## src/rtl/sr_result_voter.sv

```systemverilog
// sr_result_voter: windowed majority vote of frame classes plus truncated mean of regression results.
// Optional SR_VOTE_CONF_EN: majorities below THRESH are reported as class 4'hF.
module sr_result_voter #(
   parameter int WIN    = 8,
   parameter int THRESH = 5
) (
   input  logic        clk,
   input  logic        reset,
   input  logic        in_valid,
   input  logic [3:0]  in_class,
   input  logic [23:0] in_regres,
   input  logic        clear,
   output logic        vote_valid,
   output logic [3:0]  vote_class,
   output logic [4:0]  vote_count,
   output logic [23:0] mean_regres,
   output logic [4:0]  frame_cnt,
   output logic        overflow
);
   localparam int LW = $clog2(WIN);
   localparam int SW = 24 + LW;

   typedef enum logic [1:0] {COLLECT, SCAN, EMIT} state_t;

   state_t      state, state_nx;
   logic [4:0]  hist [16];
   logic [SW-1:0] sum;
   logic        pend_v, pend_nx, store_new, drop;
   logic [3:0]  pend_cls;
   logic [23:0] pend_reg;
   logic [3:0]  idx, max_cls;
   logic [4:0]  max_cnt;
   logic        acc, last;
   logic [3:0]  acc_cls;
   logic [23:0] acc_reg;

   always_comb begin
      acc       = state == COLLECT && (pend_v || in_valid);
      acc_cls   = pend_v ? pend_cls : in_class;
      acc_reg   = pend_v ? pend_reg : in_regres;
      last      = acc && frame_cnt == 5'(WIN - 1);
      // A pending entry is drained on a COLLECT cycle, so a new result refills it only then.
      store_new = in_valid && (state == COLLECT ? pend_v : !pend_v);
      drop      = in_valid && state != COLLECT && pend_v;
      pend_nx   = state == COLLECT ? (in_valid && pend_v) : (pend_v || in_valid);
      state_nx  = state;
      if (clear)
         state_nx = COLLECT;
      else if (state == COLLECT)
         state_nx = last ? SCAN : COLLECT;
      else if (state == SCAN)
         state_nx = idx == 4'd15 ? EMIT : SCAN;
      else
         state_nx = COLLECT;
   end

   always_ff @(posedge clk) begin
      if (!reset) begin
         state       <= COLLECT;
         for (int i = 0; i < 16; i++) hist[i] <= '0;
         sum         <= '0;
         pend_v      <= 1'b0;
         pend_cls    <= '0;
         pend_reg    <= '0;
         idx         <= '0;
         max_cls     <= '0;
         max_cnt     <= '0;
         frame_cnt   <= '0;
         vote_valid  <= 1'b0;
         vote_class  <= '0;
         vote_count  <= '0;
         mean_regres <= '0;
         overflow    <= 1'b0;
      end else begin
         state      <= state_nx;
         vote_valid <= 1'b0;
         if (clear) begin
            for (int i = 0; i < 16; i++) hist[i] <= '0;
            sum       <= '0;
            frame_cnt <= '0;
            pend_v    <= 1'b0;
         end else begin
            if (drop) overflow <= 1'b1;
            pend_v <= pend_nx;
            if (store_new) begin
               pend_cls <= in_class;
               pend_reg <= in_regres;
            end
            if (state == EMIT) begin
               vote_valid  <= 1'b1;
`ifdef SR_VOTE_CONF_EN
               vote_class  <= max_cnt < 5'(THRESH) ? 4'hF : max_cls;
`else
               vote_class  <= max_cls;
`endif
               vote_count  <= max_cnt;
               mean_regres <= 24'(sum >> LW);
               for (int i = 0; i < 16; i++) hist[i] <= '0;
               sum         <= '0;
               frame_cnt   <= '0;
            end else if (acc) begin
               hist[acc_cls] <= hist[acc_cls] + 5'd1;
               sum           <= sum + SW'(acc_reg);
               frame_cnt     <= frame_cnt + 5'd1;
               if (last) begin
                  idx     <= '0;
                  max_cnt <= '0;
                  max_cls <= '0;
               end
            end
            // Strictly-greater update keeps the lowest class index on ties.
            if (state == SCAN) begin
               idx <= idx + 4'd1;
               if (hist[idx] > max_cnt) begin
                  max_cnt <= hist[idx];
                  max_cls <= idx;
               end
            end
         end
      end
   end
endmodule
```

## config.mk

```make
export PLATFORM = sky130hd
export DESIGN_NAME = sr_result_voter
export DESIGN_NICKNAME = d
export VERILOG_FILES = /design/src/rtl/sr_result_voter.sv
export SDC_FILE = /design/constraint.sdc
export NUM_CORES = 1
export LEC_CHECK = 0
export CORE_MARGIN = 2
export CORE_UTILIZATION = 59
export CTS_CLUSTER_DIAMETER = 50
export DETAILED_ROUTE_END_ITERATION = 16
export PLACE_DENSITY = 0.79
export SLEW_MARGIN = 20
export SYNTH_ARGS = -nofsm -noshare
export SYNTH_HDL_FRONTEND = slang
export SYNTH_SLANG_ARGS = --single-unit
```

## constraint.sdc

```tcl
create_clock -name clk -period 4.7 [get_ports clk]
set_input_delay 0.705 -clock clk [delete_from_list [all_inputs] [get_ports clk]]
set_output_delay 0.705 -clock clk [all_outputs]
set_load 0.01 [all_outputs]
```

# == Word level (Yosys, flattened, before mapping) ==
# Memory sizes are Yosys's and may differ from the RTL's. A register that Yosys moved wholly into a read port is not among the register bits.
# Cells that the tools add are included.
# totals
ff_bits,111
latch_bits,0
ram_bits,80
rom_bits,0
input_bits,32
out_inout_bits,40
elab_cells,150
mem_count,1
# classes
addsub,4
multipliers,0
n_div,0
order_cmp,1
eq_ne,5
shifts,0
muxes,72
n_bitwise,34
n_reduce_logical,19
# mem_list
memory,words,word_bits,read_ports,rd_ports_with_merged_regs,wr,line_no,text
hist,16,5,2,1,16,26,logic [4:0] hist [16];
# ops
operator,count
two-way mux 5 bit,38
two-way mux 4 bit,13
bitwise OR 1 bit,32
adder 27 x 24 -> 27 bit,1
two-way mux 24 bit,1
two-way mux 1 bit,17
"adder 5 x 1 -> 5 bit, second input constant",2
logical AND 1 bit,6
two-way mux 2 bit,3
AND reduction 2 bit,3
nonzero test 2 bit,3
"equality test 5 x 3 -> 1 bit, second input constant",1
> comparator 5 bit,1
OR reduction 5 bit,1
"adder 4 x 1 -> 4 bit, second input constant",1
"equality test 4 bit, second input constant",1
AND reduction 4 bit,1
OR reduction 3 bit,1
"equality test 2 x 1 -> 1 bit, second input constant",1
"equality test 2 bit, second input constant",1
logical NOT 2 bit,1
"inequality test 2 x 1 -> 1 bit, second input constant",1
NOT 1 bit,2
OR reduction 2 bit,1
2 further kinds,2

# == Logic depth before layout (Yosys ltp) ==
# Gate-level depths: netlist (run 1).
# depth
ltp_word,9
mapped_depth,16
ltp_nobuf,12

# == Worst setup path after synthesis (run 1) ==
# OpenSTA, ideal clock, no wires.
# synth_path
kind,register to register
start,register pend_v
end,register sum[21]
setup_ns,0.128
t_arrival_ns,3.552
t_required_ns,4.572
setup_slack_ns,1.020
stages_incl_launch_ff,16
path_buffers,5
synth_period_minus_slack_ns,3.680
cell_sequence,dfxtp_1 > buf_4 > buf_2 > buf_1 > clkbuf_1 > mux2_2 > ha_1 > clkbuf_1 > a21oi_1 > o21ai_1 > a21o_1 > a211oi_1 > o21ai_1 > a21oi_1 > xor2_1 > o21ai_0
# synth_via
elab_chain_cells,2
elab_cells_between_ends,4
classes_between,1 x add/sub; 1 x mux; 2 x reduce/logical
# synth_rtl
item,line_no,text
from (decl),28,"logic pend_v, pend_nx, store_new, drop;"
from (signal assigned),84,pend_v <= pend_nx;
two-way mux 24 bit / logical OR 1 bit (equally long branches),"40, 38",
adder 27 x 24 -> 27 bit / logical AND 1 bit (equally long branches),"103, 38",
to (signal assigned),103,sum <= sum + SW'(acc_reg);
to (decl),27,logic [SW-1:0] sum;
# Parallel ways exist; a longest one is shown, timed or not.
# A chain may end at the register's enable or synchronous reset.

==> results of run 1 <==
==> cells by family (layout without fill, tap and decap cells) <==
family          after synthesis  after routing  synth area share
simple gates                404            404            0.1713
compound gates              235            235            0.1599
flops                       195            195            0.4629
buf+inv                      68            136           0.02782
mux                          62             62            0.1074
fa+ha+maj                    34             34           0.04235
xor+xnor                     29             29           0.02832
==> per-stage QoR <==
stage / cell area [µm²] / std cells
floorplan: 10160 / 1027
global placement: 11080 / 1283
detailed placement: 11080 / 1283
CTS: 11660 / 1315
global route: 11660 / 1315
finish: 11660 / 1315
==> area by class of cell <==
| class | count | area [µm²] |
|---|---|---|
| Fill cell | 1256 | 5039 |
| Inverter | 12 | 45.04 |
| Timing Repair Buffer | 92 | 875.8 |
| Multi-Input combinational cell | 764 | 5182 |
| Clock buffer | 20 | 466.7 |
| Tap cell | 220 | 275.3 |
| Clock inverter | 12 | 111.4 |
| Sequential cell | 195 | 4706 |
==> worst paths after layout <==
kind,startpoint,to,slack [ns],cells past startpoint
hold reg to reg,pend_reg[13]$_SDFFE_PN0P_,pend_reg[13]$_SDFFE_PN0P_,0.46,2
setup / recovery,in_class[0],hist[8][2]$_SDFFCE_PN0P_,0.87,9
setup reg to reg,pend_v$_SDFF_PP0_,sum[19]$_SDFFE_PP0P_,0.89,11
hold / removal,pend_reg[13]$_SDFFE_PN0P_,pend_reg[13]$_SDFFE_PN0P_,0.46,2
==> cells in the final DEF, fill, tap and decap left out, types with 8 or more instances in the layout <==
master           synthesis  final
nand3_1                  9      9
a21boi_0                65     65
clkdlybuf4s50_1          0     70
edfxtp_1                80     80
a22oi_1                 18     18
xnor2_1                 14     14
nor3_1                   8      8
mux2_2                  23     23
nand4_1                 14     14
xor2_1                  12     12
nand2b_1                11     11
mux4_2                  35     35
a21oi_1                 39     39
a22o_1                  17     17
nor2b_1                 10     10
nand2_1                217    216
a21o_1                  22     22
o21a_1                   9      9
inv_1                   12     12
clkbuf_16                0     17
o21ai_0                 27     27
dfxtp_1                115    114
o21ai_1                  9      9
ha_1                    32     32
nor2_1                 101     99
buf_4                    2     20
nor2_2                  10     12
==> Yosys cell counts, drive strengths merged (17+ instances only) <==
| library cell | instances |
|---|---|
| a22o | 17 |
| clkbuf | 44 |
| nand2 | 217 |
| dfxtp | 115 |
| o21ai | 36 |
| edfxtp | 80 |
| mux2 | 23 |
| mux4 | 35 |
| nor2 | 111 |
| a21boi | 65 |
| ha | 32 |
| a21o | 22 |
| a21oi | 39 |
| a22oi | 18 |
==> power breakdown <==
group / total, µW / switching [µW] / leakage (µW) / internal [µW]
clock: 1440 / 694 / 0.000286 / 742
sequential: 1830 / 30.2 / 0.00182 / 1800
combinational: 382 / 225 / 0.00216 / 157
total: 3650 / 948 / 0.00427 / 2700
==> critical path, stage by stage <==
cell and delay, ns:
clkdlybuf4s50_1 0.51, mux2i_2 0.20, buf_4 0.31, mux4_2 0.55, a22o_1 0.25, a221o_1 0.32
ha_1 0.27, xnor2_2 0.75, nor2_1 0.11
==> per-layer routing <==
| layer | wire (µm) | vias up | part of all wire | track usage |
|---|---|---|---|---|
| li1 | - | 3783 | - | - |
| met1 | 10620 | 3873 | 0.42 | 0.3956 |
| met2 | 11810 | 420 | 0.47 | 0.4475 |
| met3 | 2100 | 65 | 0.083 | 0.05462 |
| met4 | 733 | 0 | 0.029 | 0.1100 |
| met5 | 0 | - | 0 | 0 |
==> out/qor.yml, run 1 <==
portBuffers: 71
crit_arrival_ns: 3.99
root_buffer: "clkbuf_16"
ctsResizeCount: 0
seq_area_frac_synth: 0.4629
drtIter0Drc: 912
leakagePower_uw: 0.004266
detailed_place_hpwl_um: 17580
grt_max_degree: 69
insertion_delay_ns: 0.45
top_regs: "hist x80, sum x27"
path_class: "input pin to register"
tritoncts: "yes"
worst_setup_path_end_kind: "register"
cp.required_ns: 4.86
cap_violations: 0
power_uw: 3647
synthTopCellsByArea: "edfxtp_1 24%, dfxtp_1 23%, nand2_1 8.0%, mux4_2 7.8%, a21boi_0 4.8%"
synthCells: 1027
start_kind: "input pin"
die_y_um: 135.2
synth.distinct_cells: 59
min_path_type: "register to register"
grt_first_pass_wirelength_um: 40210
synth.yosys.warnings: 0
detail-route-antenna-nets: 0
max_freq_ghz: 0.2612
fin_worst_skew_ns: 0.01064
synth_area_um2: 10160
power_density_nw_per_um2: 312.7
largest_register: "hist"
grt_use_total: 0.2852
place_worst_setup_slack_ns: 0.4465
slew_violations: 0
core.rowCount: 47
synth-async-reset-ratio: 0
drive_above_1_share: 0.1251
rsz0062_at_grt: "no"
period_share: 0.8145
wl_per_cell_um: 19.21
status: "completed"
final_util: 0.6983
yosys.area.top_type_share: 0.2364
whs_ns: 0.4630
gp_congestion: 0.9277
n_antenna_cell: 0
antenna_found_initial: 0
relSlewSlack: 0.3322
synth_seq_cells: 195
start_util: 0.6085
path_max_fanout: 16
synth_edf_count: 80
route.detailed.drc: 0
dr_total_vias: 8141
clkSinkCount: 195
via_per_inst: 6.191
dr.pass1.iters: 7
cts_made_buffers: 17
grt_pass1_vias: 7603
synth_area_leader_cell: "edfxtp_1"
ys.flop_type: "dfxtp_1"
dieArea_um2: 18290
finalSetupViolations: 0
worst_pin_slew_ns: 1.002
areaGrowthSynthToFinish_pct: 14.76
die_x_um: 135.2
layout_setup_ws_ns: 0.8720
ioPinCount: 72
fp.coreArea_um2: 16700
hold_violations: 0
synth_nets: 1092
cts_setup_buffers: 0
fin_nets: 1147
layout_min_cycle_time_ns: 3.828
cts_htree_levels: 4
grt_overflow_total: 0
ctsLongestPathBuffers: 2
fin_tns_setup_ns: 0
clk_pin_slew_ns: 0.07
cts_hold_buffers: 0
wl_um: 25260
largest_reg_flops: 80
peakVddDrop_uv: 293.7
syn_avg_cell_area_um2: 9.895
No activity file was read; power rests on OpenSTA's default activity.
==> run 2: changes to the inputs <==
==> constraint.sdc (replaced) <==
create_clock -name clk -period 3.7 [get_ports clk]
set_input_delay 0.555 -clock clk [delete_from_list [all_inputs] [get_ports clk]]
set_output_delay 0.555 -clock clk [all_outputs]
set_load 0.01 [all_outputs]
==> run 2 against run 1 <==
Sequential power increased by 27%. Power increased by 30%. Sequential share of layout area decreased by 0.74 points. Hold slack got worse by 0.00064 ns. Routed wire length increased by 4.1%. Combinational power increased by 38%. Setup slack got worse by 0.60 ns. Global-route usage increased by 1.1 points. Clock skew decreased by 0.0028 ns. Clock-buffer cell count decreased by 1. Critical endpoint is now sum[20]$_SDFFE_PP0P_.
==> out/qor.yml, run 2 (synthesis results as in run 1) <==
dr_total_vias: 8277
cp.depth: 12
layout_min_cycle_time_ns: 3.431
worst_pin_slew_ns: 0.8814
fp.coreArea_um2: 16700
detailed_place_hpwl_um: 18220
grt_overflow_total: 0
core.rowCount: 47
largest_reg_flops: 80
min_path_type: "register to register"
worst_setup_path_end_kind: "register"
final_cell_mix: "217 x nand2_1, 114 x dfxtp_1, 100 x nor2_1, 80 x edfxtp_1, 70 x clkdlybuf4s50_1"
portBuffers: 71
grt_pass1_vias: 7717
n_antenna_cell: 0
areaGrowthSynthToFinish_pct: 16.92
antenna_found_initial: 0
cp.required_ns: 4.05
cap_violations: 0
period_share: 0.9272
clkSinkCount: 195
die_x_um: 135.2
ioPinCount: 72
cts_hold_buffers: 0
finalNonFillerCells: 1335
path_class: "register to register"
final_common_cell: "nand2_1"
max_freq_ghz: 0.2915
grt_max_degree: 69
dieArea_um2: 18290
place_inst: 1303
dr.pass1.iters: 6
hold_violations: 0
path_cells: "mux2_2 > ha_1 > inv_1 > fa_1 > nor2b_1 > o211ai_1 > a21boi_0 > o211ai_1 > a31oi_1 > o21ai_0 > and3_1 > o31ai_1"
slew_violations: 0
relSlewSlack: 0.4079
leakagePower_uw: 0.004398
reg2regPathDepth: 12
cts_made_buffers: 17
root_buffer: "clkbuf_16"
start_util: 0.6085
fin_nets: 1167
fin_tns_setup_ns: 0
cpMostUsedCell: "o211ai_1"
grt_use_total: 0.2963
fin_worst_skew_ns: 0.007860
top_regs: "hist x80, sum x27"
cts_setup_buffers: 0
grt_first_pass_wirelength_um: 42280
start_kind: "register"
slowest_delay_ns: 0.66
cp_num_buf_inv: 1
holdPathStages: 2
ctsLongestPathBuffers: 2
die_y_um: 135.2
peakVddDrop_uv: 350.0
finalSetupViolations: 0
cts_htree_levels: 4
layout_setup_ws_ns: 0.2692
place_worst_setup_slack_ns: 0.06947
ctsResizeCount: 0
detail-route-antenna-nets: 0
path_max_fanout: 18
clk_pin_slew_ns: 0.07
wl_um: 26280
tritoncts: "yes"
seq_area_um2: 4706
drive_above_1_share: 0.1390
via_per_inst: 6.200
largest_register: "hist"
multi_input_area_um2: 5177
route.detailed.drc: 0
rsz0062_at_grt: "no"
gp_congestion: 0.9675
wl_per_cell_um: 19.69
status: "completed"
insertion_delay_ns: 0.44
power_density_nw_per_um2: 398.2
fill_cells: 1249
cp_slowest_cell: "dfxtp_2"
drtIter0Drc: 1062
cp_top_family: "compound AO/OA/AOI/OAI gates"
crit_arrival_ns: 3.78
run 2: per-layer routing:
metal	part of all wire	global-route usage
met1	0.43	0.4170
met3	0.084	0.04602
met2	0.46	0.4769
met5	0	0
met4	0.025	0.09144
run 2: worst min-delay path, cell delays in order, from the launching register on:
cell and delay (ns):
dfxtp_1 0.31, nand2_1 0.04, a21boi_0 0.06
run 2: worst paths after layout:
path	to	slack, ns	startpoint
worst max-delay path	sum[20]$_SDFFE_PP0P_	0.27	pend_v$_SDFF_PP0_
worst min-delay path	pend_reg[18]$_SDFFE_PN0P_	0.46	pend_reg[18]$_SDFFE_PN0P_
worst max register to register	sum[20]$_SDFFE_PP0P_	0.27	pend_v$_SDFF_PP0_
worst min register to register	pend_reg[18]$_SDFFE_PN0P_	0.46	pend_reg[18]$_SDFFE_PN0P_
run 2: area by class of cell:
type                    instances  area share
multi-input cells             764      0.4358
flip-flops and latches        195      0.3961
clock inverters                13     0.01064
inverters                      12    0.003791
well taps                     220     0.02317
repair buffers                112     0.09056
clock buffers                  19     0.04002
run 2: metrics by stage:
stage / area [µm²] / utilization / hold slack (ns) / power, µW
6_report: 11880 / 0.7114 / 0.4623 / 4732
5_1_grt: 11880 / 0.7114 / 0.4812 / 4854
4_1_cts: 11880 / 0.7114 / 0.4638 / 4722
3_5_place_dp: 11280 / 0.6754 / 0.4539 / 2878
3_3_place_gp: 11280 / 0.6754 / 0.4472 / 2867
2_1_floorplan: 10160 / - / 0.4362 / 2682
run 2: report_power, final:
part,internal [µW],leakage [µW],switching (µW)
registers,2280,0.00182,41.1
logic,226,0.00228,300
clock network,978,0.000300,901
